$ cat config.mk
export PLATFORM = sky130hd
export DESIGN_NAME = pwm_deadtime
export DESIGN_NICKNAME = d
export VERILOG_FILES = /design/src/rtl/siggen_pkg.sv /design/src/rtl/pwm_deadtime_dt_timer.sv /design/src/rtl/pwm_deadtime.sv
export SDC_FILE = /design/constraint.sdc
export NUM_CORES = 1
export LEC_CHECK = 0
export ABC_AREA = 1
export ABC_CLOCK_PERIOD_IN_PS = 5900
export CORE_MARGIN = 1.5
export CORE_UTILIZATION = 50
export DETAILED_ROUTE_END_ITERATION = 10
export PLACE_DENSITY = 0.77
export RECOVER_POWER = 100
export SYNTH_ARGS = -nofsm -noshare
export SYNTH_HDL_FRONTEND = slang
export SYNTH_SLANG_ARGS = --single-unit
$ cat constraint.sdc
create_clock -name clk50m -period 5.9 [get_ports clk50m]
set_clock_uncertainty 0.15 [all_clocks]
set_input_delay 0.885 -clock clk50m [delete_from_list [all_inputs] [get_ports clk50m]]
set_output_delay 0.885 -clock clk50m [all_outputs]
set_load 0.05 [all_outputs]
$ cat src/rtl/siggen_pkg.sv
// Shared types for the signal-generator output stages.
package siggen_pkg;

  typedef enum logic [2:0] {
    OFF,
    LOW,
    DT_LH,
    HIGH,
    DT_HL
  } dt_state_t;

  localparam int DT_W_DEFAULT = 8;

endpackage

$ cat src/rtl/pwm_deadtime_dt_timer.sv
// Loadable down-counter for the dead interval; holds at zero rather than wrapping.
module dt_timer #(
  parameter int W = 8
) (
  input  logic         clk50m,
  input  logic         rst,
  input  logic         load,
  input  logic [W-1:0] val,
  input  logic         dec,
  output logic         zero
);

  logic [W-1:0] cnt_q, cnt_d;

  always_comb begin
    cnt_d = cnt_q;
    if (load) begin
      cnt_d = val;
    end else if (dec && (cnt_q != '0)) begin
      cnt_d = cnt_q - W'(1);
    end
  end

  always_ff @(posedge clk50m) begin
    if (rst) begin
      cnt_q <= '0;
    end else begin
      cnt_q <= cnt_d;
    end
  end

  assign zero = (cnt_q == '0);

endmodule

$ cat src/rtl/pwm_deadtime.sv
// Complementary high/low drive from a single-ended PWM bit with programmable dead time.
//   state | meaning
//   OFF   | disabled, both outputs low
//   LOW   | low side on
//   DT_LH | dead interval before high side turns on
//   HIGH  | high side on
//   DT_HL | dead interval before low side turns on
module pwm_deadtime
  import siggen_pkg::*;
#(
  parameter int W = DT_W_DEFAULT
) (
  input  logic         clk50m,
  input  logic         rst,
  input  logic         en,
  input  logic         pwm,
  input  logic [W-1:0] dt,
  output logic         pwm_h,
  output logic         pwm_l,
  output logic         dt_active
);

  dt_state_t    state_q, state_d;
  logic         pwm_q;
  logic         pwm_h_q, pwm_l_q, dt_active_q;
  logic         tmr_load, tmr_dec, tmr_zero;
  logic [W-1:0] tmr_val;

  // Counter loads dt-1 so the dead interval lasts exactly dt cycles.
  assign tmr_val = dt - W'(1);

  dt_timer #(.W(W)) u_dt_timer (
    .clk50m (clk50m),
    .rst    (rst),
    .load   (tmr_load),
    .val    (tmr_val),
    .dec    (tmr_dec),
    .zero   (tmr_zero)
  );

  always_comb begin
    state_d  = state_q;
    tmr_load = 1'b0;
    tmr_dec  = 1'b0;
    if (!en) begin
      state_d = OFF;
    end else begin
      case (state_q)
        OFF: state_d = pwm_q ? HIGH : LOW;
        LOW: begin
          if (pwm_q) begin
            if (dt != '0) begin
              state_d  = DT_LH;
              tmr_load = 1'b1;
            end else begin
              state_d = HIGH;
            end
          end
        end
        HIGH: begin
          if (!pwm_q) begin
            if (dt != '0) begin
              state_d  = DT_HL;
              tmr_load = 1'b1;
            end else begin
              state_d = LOW;
            end
          end
        end
        DT_LH: begin
          if (!pwm_q) begin
            state_d = LOW;
          end else if (tmr_zero) begin
            state_d = HIGH;
          end else begin
            tmr_dec = 1'b1;
          end
        end
        DT_HL: begin
          if (pwm_q) begin
            state_d = HIGH;
          end else if (tmr_zero) begin
            state_d = LOW;
          end else begin
            tmr_dec = 1'b1;
          end
        end
        default: state_d = OFF;
      endcase
    end
  end

  // Outputs decoded from the next state so they change on the same edge as the state.
  always_ff @(posedge clk50m) begin
    if (rst) begin
      state_q     <= OFF;
      pwm_q       <= 1'b0;
      pwm_h_q     <= 1'b0;
      pwm_l_q     <= 1'b0;
      dt_active_q <= 1'b0;
    end else begin
      state_q     <= state_d;
      pwm_q       <= pwm;
      pwm_h_q     <= (state_d == HIGH);
      pwm_l_q     <= (state_d == LOW);
      dt_active_q <= (state_d == DT_LH) || (state_d == DT_HL);
    end
  end

  assign pwm_h     = pwm_h_q;
  assign pwm_l     = pwm_l_q;
  assign dt_active = dt_active_q;

endmodule
==> results summary <==
The startpoint identified for the worst hold timing path is u_dt_timer.cnt_q[2]. The last weighted congestion value of the routability-driven placer is 0.8309. The number of top-level design ports is 15.

Once placement finished, the instance area stood at about 1200 um2. In this run the critical register-to-register path is launched from state_q[0]. The most common cell after layout, fill and taps aside is sky130_fd_sc_hd__nand2_1. The final net count came out at 200. For this run, the share of the core covered by cells in the final layout is 0.6154.

The clock buffer count from CTS is 3. Of the available clock period, the critical path in the final layout requires 0.5333. Traced cell by cell, the critical path runs through dlygate4sd3_1, nor2_1, nand2_1, inv_1, nand2_1, nand3_1, o21ai_0, nand2_1, nor2_1, nand2_1, nand2_1, a21oi_1. The run finished with clean final reports.

The count of buffers added by post-CTS timing repair for setup came out at 0. The synthesized netlist occupies a cell area of approximately 1100 um2. The clock insertion delay at the later pin of the skew report came out at between 0.2 and 0.3 ns. The number of buffer cells added on primary ports came out at 14.

The floorplan has 16 rows. The via count of the first global-routing pass is ~1000. The transition time of the tightest slew-check pin is 0.5714 ns. Summed over all nets, the half-perimeter wirelength after detailed placement is between 1500 and 2000 um. The met3 track demand over resource came out at 0.02147. The share of the Yosys chip area taken by registers is 0.2857. TritonCTS built the clock tree. After detailed placement, the design holds a cell count of ~210. For this design, the slowest cell found on the critical path is sky130_fd_sc_hd__o21ai_0.

The peak ir drop on the vdd network is around 0.00013 V. In the final timing run, aggregate negative setup slack is 0 ns. The post-layout instance count excluding filler cells came out at approximately 210. The vertical die dimension came out at 48.85 um.

The final cell area excluding filler cells is roughly 1200 um2. By instance count, the cell type seen most on the critical path is sky130_fd_sc_hd__nand2_1. Entering global routing, the biggest net connects 16 pins.

In this run the worst path has a maximum fanout of 15. The die span in x is approximately 50 um. The largest stage delay on the critical path is ~0.64 ns. The overall overflow remaining after global route is 0. The clock drives 15 sinks. The critical register-to-register path endpoint is u_dt_timer.cnt_q[7].

The power density over the cells came out at roughly 160 nW/um2. The number of distinct library cell variants in the gate-level netlist after synthesis is 25. The relative max-transition margin came out at 0.6150. The detailed-router iteration count before antenna repair is 4. Setup violations remaining at the end of the flow were counted as 0. The worst hold path terminates at u_dt_timer.cnt_q[2].

The clock root buffer is sky130_fd_sc_hd__clkbuf_4. The total routing usage reported by global routing is 0.2158. The gate count of the mapped netlist came out at roughly 170. In the layout the commonest cells are sky130_fd_sc_hd__nand2_1, sky130_fd_sc_hd__inv_1, sky130_fd_sc_hd__nor2_1, sky130_fd_sc_hd__nand3_1, sky130_fd_sc_hd__dfxtp_1.

The fraction of final layout cells with drive strength greater than 1 came out at 0.09140. In the routed layout, each cell is associated on average with a via count of slightly above 5. The met2 track utilization from global routing is 0.3516. The effective utilization at floorplan came out at 0.5357. Across the run, the number of max-cap violations was 0. The area of the core is a little under 2000 um2. A synthesized cell averages 6.146 um2. The total power consumption of the routed design came out at slightly below 0.2 mW. The leakage component of the power is between 0.6 and 0.7 nW.

The count of hold buffers inserted by post-cts repair is 0. The cell count of the worst hold path came out at 2. The number of synthesized register bits is 15.

The area growth from synthesis to final layout is 14.88%. STA classifies the critical path startpoint as an input pin. The met1 demand-to-capacity share in global routing came out at 0.3050. The full die area is around 2400 um2.

The highest clock frequency the design can meet came out at 317.8 MHz. Counting the fill cells in the layout gives around 210. The count of inserted antenna diode cells is 0. The depth of the worst register-to-register path is 11. The number of warning messages in the yosys log came out at 0. The average detailed-routed wire length per instance is roughly 11 um. The category of the worst setup path capture point is a flop.

The number of antenna violations at the first check in global routing came out at 0. The final hold violation count was 0. The register-to-register setup slack came out at about 3.4 ns.

The clock passes through at most 2 buffers. The H-tree depth came out at 1. The classification of the worst-slack hold path is reg -> reg. After layout, the minimum clock period comes to about 3.1 ns.

The total DRC errors in the routed layout came out at 0. The critical path is of the in -> reg type. Setup repair after global routing left no endpoint under its margin. The arrival time of the worst setup path is 3.16 ns. The synthesized netlist net count came out at roughly 180.

The clock transition time at the flip-flop clock pins of the worst setup and hold paths came out at 0.09 ns. In this run, post-CTS repair resized a total of 0 instances. The detailed-route wire length came out at 2254 um. The global-route wire length before repair is 4181 um. The required time at the worst-slack endpoint is 5.92 ns. The detail route stage leaves a number of antenna-violating nets equal to 0.

The number of slew-limit violations in the final report came to 0. The detailed router's first-iteration violation count came out at 23. The total vias in the final route came out at roughly 1100. The global-route layer with the greatest usage is met2.
## synth_stat cells
| cell type | n | area, um2 |
|---|---|---|
| sky130_fd_sc_hd__nand2_1 | 42 | 157.7 |
| sky130_fd_sc_hd__inv_1 | 28 | 105.1 |
| sky130_fd_sc_hd__nor2_1 | 22 | 82.58 |
| sky130_fd_sc_hd__nand3_1 | 18 | 90.09 |
| sky130_fd_sc_hd__dfxtp_1 | 15 | 300.3 |
| sky130_fd_sc_hd__o21ai_0 | 12 | 60.06 |
| sky130_fd_sc_hd__nand2_2 | 7 | 43.79 |
| sky130_fd_sc_hd__a21oi_1 | 6 | 30.03 |
| sky130_fd_sc_hd__nor2_4 | 3 | 33.78 |
| sky130_fd_sc_hd__nand3_2 | 2 | 20.02 |
| sky130_fd_sc_hd__nor2_2 | 2 | 12.51 |
| sky130_fd_sc_hd__buf_4 | 1 | 7.510 |
| sky130_fd_sc_hd__buf_6 | 1 | 11.26 |
| sky130_fd_sc_hd__clkbuf_1 | 1 | 3.750 |
| sky130_fd_sc_hd__ha_1 | 1 | 12.51 |
| sky130_fd_sc_hd__inv_2 | 1 | 3.750 |
| sky130_fd_sc_hd__nand2_4 | 1 | 11.26 |
| sky130_fd_sc_hd__nand3_4 | 1 | 17.52 |
| sky130_fd_sc_hd__nand4_1 | 1 | 6.260 |
| sky130_fd_sc_hd__nor3_1 | 1 | 5.000 |
| sky130_fd_sc_hd__nor3b_1 | 1 | 7.510 |
| sky130_fd_sc_hd__o2111ai_1 | 1 | 8.760 |
| sky130_fd_sc_hd__o21ai_1 | 1 | 5.000 |
| sky130_fd_sc_hd__o21ai_2 | 1 | 8.760 |
| sky130_fd_sc_hd__o22ai_1 | 1 | 6.260 |
## metrics by stage
stage	hold WS, ns	setup slack (ns)
finish	0.3613	2.753
detailed placement	0.3472	2.823
global route	0.3947	2.363
CTS	0.3619	3.116
global placement	0.3435	2.897
floorplan	0.3184	3.539
## flip-flops by register name (all words and copies together) (netlist names)
name,flops
u_dt_timer.cnt_q,8
pwm_h,1
dt_active,1
pwm_l,1
state_q,3
pwm_q,1
## worst max-delay path by stage
stage	start	end	slack [ns]	depth (start not counted)
6_report	dt[3]	u_dt_timer.cnt_q[7]	2.75	12
3_3_place_gp	dt[6]	u_dt_timer.cnt_q[6]	2.90	17
4_1_cts	dt[6]	u_dt_timer.cnt_q[6]	3.12	17
3_5_place_dp	dt[6]	u_dt_timer.cnt_q[6]	2.82	17
5_1_grt	dt[3]	u_dt_timer.cnt_q[6]	2.36	16
2_1_floorplan	dt[1]	u_dt_timer.cnt_q[6]	3.54	15
## per-layer routing
layer | routed length, um | vias to the layer above
met2 | 989 | 32
li1 | - | 565
met5 | 0 | -
met4 | 23 | 0
met1 | 1134 | 497
met3 | 106 | 4
## logic make-up after synthesis
kind of cell | synth area share
and+or+nand+nor | 0.4643
adders and majority gates | 0.01190
DFF | 0.2857
AOI/OAI and AO/OA | 0.1131
buffers and inverters | 0.1250
## layout make-up
cell class / count / area [um2] / share of cell area
repair buffers: 14 / 140.1 / 0.1161
clock inverters: 1 / 7.507 / 0.006218
flip-flops and latches: 15 / 300.3 / 0.2487
well taps: 27 / 33.78 / 0.02798
clock buffers: 3 / 22.52 / 0.01865
multi-input cells: 124 / 594.3 / 0.4922
inverters: 29 / 108.9 / 0.09015
## worst max-delay path, delay by kind of cell
family | cells | cell delay, ns
AOI/OAI and AO/OA | 2 | 0.70
and+or+nand+nor | 8 | 0.96
buffers and inverters | 2 | 0.62
## power breakdown
group | internal [mW] | leakage (nW) | switching (mW)
Combinational | 0.0128 | 0.498 | 0.0171
Clock | 0.0257 | 0.0139 | 0.0324
Sequential | 0.103 | 0.122 | 0.00146
No activity file was read; power rests on OpenSTA's default activity.
